File: config.mk
export PLATFORM = sky130hd
export DESIGN_NAME = conv2_dw_window
export DESIGN_NICKNAME = d
export VERILOG_FILES = /design/src/rtl/conv2_dw_pkg.sv /design/src/rtl/conv2_dw_window_linebuf.sv /design/src/rtl/conv2_dw_window.sv
export SDC_FILE = /design/constraint.sdc
export NUM_CORES = 2
export LEC_CHECK = 0
export ABC_AREA = 1
export CAP_MARGIN = 20
export CELL_PAD_IN_SITES_DETAIL_PLACEMENT = 0
export CELL_PAD_IN_SITES_GLOBAL_PLACEMENT = 1
export CORE_MARGIN = 2
export CORE_UTILIZATION = 49
export CTS_BUF_LIST = sky130_fd_sc_hd__clkbuf_4
export DETAILED_ROUTE_END_ITERATION = 10
export PLACE_DENSITY_LB_ADDON = 0.1
export SLEW_MARGIN = 25
export SYNTH_ARGS = -nofsm -noshare
export SYNTH_HDL_FRONTEND = slang
export SYNTH_SLANG_ARGS = --single-unit
File: constraint.sdc
create_clock -name clk -period 15.9 [get_ports clk]
set_input_delay 2.385 -clock clk [delete_from_list [all_inputs] [get_ports clk]]
set_output_delay 2.385 -clock clk [all_outputs]
set_load 0.005 [all_outputs]
File: src/rtl/conv2_dw_pkg.sv
// Shared widths, window types and channel-major window packing for the conv2 depthwise path.
package conv2_dw_pkg;

    localparam int CH       = 8;
    localparam int ACT_W    = 8;
    localparam int K        = 3;
    localparam int WIN_TAPS = K * K;

    typedef logic [CH*ACT_W-1:0]          pix_t;
    typedef logic [WIN_TAPS*CH*ACT_W-1:0] win_t;

    // Tap-major taps in, channel-major window out: channel c tap k at [(c*9+k)*ACT_W +: ACT_W].
    function automatic win_t pack_win(input pix_t taps [WIN_TAPS]);
        win_t w;
        w = '0;
        for (int c = 0; c < CH; c++) begin
            for (int k = 0; k < WIN_TAPS; k++) begin
                w[(c*WIN_TAPS+k)*ACT_W +: ACT_W] = taps[k][c*ACT_W +: ACT_W];
            end
        end
        return w;
    endfunction

endpackage

File: src/rtl/conv2_dw_window_linebuf.sv
// One raster line of pixels: combinational read and synchronous write at a shared address.
module conv2_dw_linebuf #(
    parameter int DEPTH = 16,
    parameter int WIDTH = 64
) (
    input  logic                     clk,
    input  logic                     we,
    input  logic [$clog2(DEPTH)-1:0] addr,
    input  logic [WIDTH-1:0]         wdata,
    output logic [WIDTH-1:0]         rdata
);

    logic [WIDTH-1:0] mem [DEPTH];

    // Reading the old word while writing the same address is what makes the line delay work.
    assign rdata = mem[addr];

    // NOTE: the array has no reset; stale lines are never used before being rewritten,
    // and leaving it unreset lets it map onto plain storage.
    always_ff @(posedge clk) begin
        if (we) begin
            mem[addr] <= wdata;
        end
    end

endmodule

File: src/rtl/conv2_dw_window.sv
// 3x3xCH sliding-window generator feeding the conv2 depthwise stage (stride 1, valid conv).
// Define CONV2_DW_WIN_STRIDE2_EN to emit windows only at even (row,col).
module conv2_dw_window #(
    parameter int IMG_W = 16,
    parameter int IMG_H = 16,
    parameter int CH    = conv2_dw_pkg::CH,
    parameter int ACT_W = conv2_dw_pkg::ACT_W
) (
    input  logic                                      clk,
    input  logic                                      rst,
    input  logic                                      in_valid,
    input  logic                                      in_sof,
    input  logic [CH*ACT_W-1:0]                       in_pix,
    output logic                                      out_valid,
    output logic [conv2_dw_pkg::WIN_TAPS*CH*ACT_W-1:0] out_win,
    output logic                                      frame_done,
    output logic                                      sof_err
);

    import conv2_dw_pkg::K;
    import conv2_dw_pkg::WIN_TAPS;

    localparam int PW = CH * ACT_W;
    localparam int CW = $clog2(IMG_W);
    localparam int RW = $clog2(IMG_H);

    logic [CW-1:0] col, eff_col;
    logic [RW-1:0] row, eff_row;
    logic          at_origin, last_col, last_row, win_ok;
    logic [PW-1:0] lb0_rd, lb1_rd;
    logic [PW-1:0] win_q [WIN_TAPS];
    logic [PW-1:0] win_d [WIN_TAPS];
    logic [WIN_TAPS*PW-1:0] win_packed;

    // A start-of-frame beat is always pixel (0,0), whatever the counters say.
    assign eff_col   = in_sof ? '0 : col;
    assign eff_row   = in_sof ? '0 : row;
    assign at_origin = (col == '0) && (row == '0);
    assign last_col  = (eff_col == CW'(IMG_W - 1));
    assign last_row  = (eff_row == RW'(IMG_H - 1));

`ifdef CONV2_DW_WIN_STRIDE2_EN
    assign win_ok = in_valid && (eff_row >= RW'(2)) && (eff_col >= CW'(2))
                    && !eff_row[0] && !eff_col[0];
`else
    assign win_ok = in_valid && (eff_row >= RW'(2)) && (eff_col >= CW'(2));
`endif

    conv2_dw_linebuf #(.DEPTH(IMG_W), .WIDTH(PW)) u_lb0 (
        .clk   (clk),
        .we    (in_valid),
        .addr  (eff_col),
        .wdata (in_pix),
        .rdata (lb0_rd)
    );

    conv2_dw_linebuf #(.DEPTH(IMG_W), .WIDTH(PW)) u_lb1 (
        .clk   (clk),
        .we    (in_valid),
        .addr  (eff_col),
        .wdata (lb0_rd),
        .rdata (lb1_rd)
    );

    // Next window: columns shift left, new rightmost column is {row-2, row-1, row}.
    // NOTE: every always_comb output gets a value on every path, so no latches are inferred.
    always_comb begin
        for (int ky = 0; ky < K; ky++) begin
            for (int kx = 0; kx < K - 1; kx++) begin
                win_d[ky*K+kx] = win_q[ky*K+kx+1];
            end
        end
        win_d[0*K+K-1] = lb1_rd;
        win_d[1*K+K-1] = lb0_rd;
        win_d[2*K+K-1] = in_pix;
    end

    always_comb begin
        win_packed = '0;
        for (int c = 0; c < CH; c++) begin
            for (int k = 0; k < WIN_TAPS; k++) begin
                win_packed[(c*WIN_TAPS+k)*ACT_W +: ACT_W] = win_d[k][c*ACT_W +: ACT_W];
            end
        end
    end

    // NOTE: all state here uses non-blocking assignments so every register samples pre-edge values.
    always_ff @(posedge clk) begin
        if (rst) begin
            col        <= '0;
            row        <= '0;
            out_valid  <= 1'b0;
            frame_done <= 1'b0;
            sof_err    <= 1'b0;
            out_win    <= '0;
            for (int k = 0; k < WIN_TAPS; k++) begin
                win_q[k] <= '0;
            end
        end else begin
            out_valid  <= win_ok;
            frame_done <= in_valid && last_row && last_col;
            sof_err    <= in_valid && in_sof && !at_origin;
            if (win_ok) begin
                out_win <= win_packed;
            end
            if (in_valid) begin
                for (int k = 0; k < WIN_TAPS; k++) begin
                    win_q[k] <= win_d[k];
                end
                if (last_col) begin
                    col <= '0;
                    row <= last_row ? '0 : eff_row + RW'(1);
                end else begin
                    col <= eff_col + CW'(1);
                    row <= eff_row;
                end
            end
        end
    end

endmodule
==> out/qor.json <==
{
  "timing": {
    "post_layout_worst_setup_margin_ns": 8.899,
    "timing.clock.skew_ns": 0.1080,
    "slew_violations": 0,
    "fin_setup_tns_ns": 0,
    "period_needed_ns": 7.001,
    "report.final.hold_viol_count": 0,
    "fmax_ghz": 0.1428,
    "tightest_slew_ns": 1.089,
    "grt_setup_unrepaired": "false",
    "tcrit_tclk_final_pct": 44.03,
    "setup_violations": 0,
    "slew_headroom_pct": 27.37
  },
  "clock_network": {
    "cts.clk_slew.worst_paths_ns": 0.07,
    "postCtsSetupRepairBufs": 0,
    "ctsLongestPathBuffers": 4,
    "cts_htree_levels": 6,
    "tritoncts.num_buffers": 790,
    "clock_tree.root_cell": "sky130_fd_sc_hd__clkbuf_4",
    "clk-insertion-delay-late_ns": 1.52,
    "cts_tree": "built",
    "cts_hold_repair.buffers": 0,
    "numClockSinks": 3019,
    "quantity_of_gates_resized_following_cts": 0
  },
  "die": {
    "height_of_the_die_um": 502.8,
    "floorplan.rows": 183,
    "die_w_um": 502.8,
    "floorplan.io_pins": 647,
    "core_area_um2": 248000,
    "initial_utilization_pct": 49.16,
    "fp.dieArea_um2": 252800
  },
  "power_and_ir_drop": {
    "power_frac_comb_pct": 5.0,
    "p_seq_share_pct": 53.2,
    "share_clk_of_total_power_pct": 41.8,
    "vdd_ir_drop_max_mv": 0.06761,
    "switching_share_pct": 23.36,
    "power_density_nw_per_um2": 116.2,
    "power.static_leakage_uw": 0.06104,
    "cellInternalPower_uw": 12600,
    "switchingPower_uw": 3840
  },
  "yosys": {
    "synth-seq-cells": 3019,
    "fraction_of_the_yosys_area_taken_by_sequential_cells_pct": 69.54,
    "synth_top_cell_by_area": "sky130_fd_sc_hd__edfxtp_1",
    "fraction_of_synthesized_cell_area_taken_by_the_top_area_cell_type_pct": 59.90,
    "postSynthNetCount": 12150,
    "cell_count_after_synthesis": 12080,
    "post_synth.cell_area_avg_um2": 10.10,
    "count_of_unique_library_cells_instantiated_by_yosys": 26,
    "yosysWarnings": 0,
    "synth_top_cells_by_area": "sky130_fd_sc_hd__edfxtp_1, sky130_fd_sc_hd__dfxtp_1, sky130_fd_sc_hd__nand2_1",
    "mappedNetlistArea_um2": 121900
  },
  "setup_path": {
    "r2r-start": "col[0]$_SDFFE_PP0P_",
    "r2r-end": "u_lb1.mem[12][61]$_DFFE_PP_",
    "critPathArrivalTime_ns": 8.38,
    "crit_type": "input pin to flop",
    "setup.worst_path.start": "in_sof",
    "worst-endpoint-required_ns": 17.28,
    "reg2regPathDepth": 12,
    "crit_fanout": 170,
    "worst_setup_path_end_kind": "flop",
    "r2r_setup_slack_ns": 10.08,
    "critPathLaunchType": "input pin"
  },
  "placed_design": {
    "place_hpwl_mm": 187.2,
    "gp_routability_congestion": 0.8005,
    "pre_cts_setup_slack_ns": 7.471,
    "port_buffers": 646
  },
  "finish": {
    "fillCellCount": 21800,
    "areaGrowthSynthToFinish_pct": 16.09,
    "total_area_of_sequential_cells_um2": 84790,
    "number_of_nets_in_the_final_layout": 13070,
    "drive_gt1_share_pct": 10.82,
    "multi_input_comb_area_um2": 26840
  },
  "grt": {
    "grt_antenna_before_repair": 25,
    "grt_start_max_net_pins": 205,
    "grt_pass1_vias": 82650,
    "globalRoute.totalOverflow": 0,
    "grt_use_total_pct": 27.69,
    "global_route_wire_length_before_repair_mm": 523.7
  },
  "route": {
    "detailroute.via_count": 85820,
    "drt-initial-drc-count": 7182,
    "met2_wirelength_mm": 168.8,
    "detail_route.drc_violations": 0,
    "dr.pass1.iters": 6,
    "detail_route.wirelength.met1_mm": 154.0,
    "highest-signal-layer": "met5",
    "post_drt_via_cell_ratio": 5.057,
    "routedWlPerCell_um": 20.93,
    "ant_nets": 0,
    "postRouteWirelength_mm": 355.2,
    "met3_wirelength_mm": 24.49
  },
  "hold_path": {
    "worst_hold_path_type": "flop to flop",
    "hold-path-endpoint": "out_win[248]$_SDFFE_PP0P_",
    "min_from": "win_q[5][24]$_SDFFCE_PN0P_",
    "hold_path_depth": 2
  },
  "flow_run": {
    "cap_viol_max_count": 0
  },
  "outcome": {
    "result_of_the_run": "complete, no violations"
  }
}
area by class of cell:
class / instances / share of cell area (%)
tap: 3330 / 2.944
sequential: 3019 / 59.91
antenna: 12 / 0.02122
timing repair buffer: 773 / 5.449
inverter: 2006 / 5.357
multi-input combinational: 6407 / 18.97
clock inverter: 162 / 0.6666
clock buffer: 1261 / 6.689
cell usage after synthesis:
master,instances
sky130_fd_sc_hd__a211oi_1,1
sky130_fd_sc_hd__a21oi_1,389
sky130_fd_sc_hd__a311oi_1,1
sky130_fd_sc_hd__buf_1,26
sky130_fd_sc_hd__buf_2,354
sky130_fd_sc_hd__buf_4,20
sky130_fd_sc_hd__buf_6,1
sky130_fd_sc_hd__clkbuf_1,242
sky130_fd_sc_hd__dfxtp_1,587
sky130_fd_sc_hd__edfxtp_1,2432
sky130_fd_sc_hd__ha_1,4
sky130_fd_sc_hd__inv_1,1996
sky130_fd_sc_hd__inv_2,9
sky130_fd_sc_hd__inv_6,1
sky130_fd_sc_hd__nand2_1,2949
sky130_fd_sc_hd__nand2_2,2
sky130_fd_sc_hd__nand2_4,1
sky130_fd_sc_hd__nand3_1,915
sky130_fd_sc_hd__nor2_1,1428
sky130_fd_sc_hd__nor2_2,1
sky130_fd_sc_hd__nor2_4,3
sky130_fd_sc_hd__nor3_1,1
sky130_fd_sc_hd__nor4_1,2
sky130_fd_sc_hd__o21ai_0,607
sky130_fd_sc_hd__o21ai_1,100
sky130_fd_sc_hd__o22ai_1,3
critical path, cell delays in order:
cell,delay (ns)
sky130_fd_sc_hd__clkdlybuf4s50_1,0.75
sky130_fd_sc_hd__inv_6,0.20
sky130_fd_sc_hd__nand2_8,0.65
sky130_fd_sc_hd__buf_4,0.77
sky130_fd_sc_hd__ha_1,0.32
sky130_fd_sc_hd__nor2_1,0.06
sky130_fd_sc_hd__nand2_1,0.18
sky130_fd_sc_hd__nand2_8,0.29
sky130_fd_sc_hd__inv_8,0.73
sky130_fd_sc_hd__buf_12,0.40
sky130_fd_sc_hd__buf_4,0.78
sky130_fd_sc_hd__o21ai_0,0.21
sky130_fd_sc_hd__a21oi_1,0.19
state kept, by name, indices dropped and copies added (netlist names):
signal      count
sof_err         1
u_lb1.mem    1024
win_q         384
u_lb0.mem    1024
frame_done      1
row             4
col             4
out_valid       1
out_win       576
metal layers:
layer / up-vias / GRT usage (%)
met5: - / 0
met4: 34 / 8.056
met3: 544 / 5.673
met2: 2792 / 45.07
met1: 41490 / 37.60
li1: 40960 / -
power groups by stage:
stage	combinational, uW	clock, uW	sequential, uW
floorplan	480	0	8920
global placement	813	0	8910
detailed placement	824	0	8910
CTS	826	7040	8740
global route	911	7440	8740
finish	822	6880	8740
cell families (layout without fill, tap and decap cells):
kind of cell	Yosys count	in the layout	synth area share [%]
adder cells (fa/ha/maj)	4	4	0.04105
AND/OR/NAND/NOR	5302	5302	17.30
other	0	12	0
buffers and inverters	2649	4202	8.591
AO/OA/AOI/OAI	1101	1101	4.528
flip-flops	3019	3019	69.54
how the worst max path moves through the flow:
stage	cells past startpoint	end
floorplan	4	win_q[1][0]$_SDFFCE_PN0P_
global placement	13	out_win[215]$_SDFFE_PP0P_
detailed placement	13	out_win[209]$_SDFFE_PP0P_
CTS	13	out_win[104]$_SDFFE_PP0P_
global route	13	out_win[201]$_SDFFE_PP0P_
finish	13	out_win[205]$_SDFFE_PP0P_
layout by cell type (no fill, tap or decap), types with 10 or more instances in the layout:
cell / instances
sky130_fd_sc_hd__nor2_1: 1409
sky130_fd_sc_hd__o21ai_1: 100
sky130_fd_sc_hd__clkinvlp_4: 10
sky130_fd_sc_hd__inv_1: 1995
sky130_fd_sc_hd__buf_4: 103
sky130_fd_sc_hd__nand2_1: 2948
sky130_fd_sc_hd__diode_2: 12
sky130_fd_sc_hd__edfxtp_1: 2432
sky130_fd_sc_hd__inv_2: 12
sky130_fd_sc_hd__clkinv_2: 11
sky130_fd_sc_hd__a21oi_1: 389
sky130_fd_sc_hd__nor2_4: 21
sky130_fd_sc_hd__clkdlybuf4s50_1: 646
sky130_fd_sc_hd__clkinv_1: 115
sky130_fd_sc_hd__clkbuf_4: 1261
sky130_fd_sc_hd__dfxtp_1: 586
sky130_fd_sc_hd__buf_12: 23
sky130_fd_sc_hd__o21ai_0: 607
sky130_fd_sc_hd__nand3_1: 915
stage by stage:
step           total power [uW]  instance area, um2  utilization [%]  instances  hold slack (ns)
6_report                  16440              141500            57.07      16970           0.4595
5_1_grt                   17090              141500            57.07      16970           0.5045
4_1_cts                   16600              141500            57.06      16960           0.4640
3_5_place_dp               9734              131100            52.86      15540           0.4707
3_3_place_gp               9720              131100            52.86      15540           0.4605
2_1_floorplan              9396              121900                -      12080           0.4639
Power figures use the tool's default switching activity.
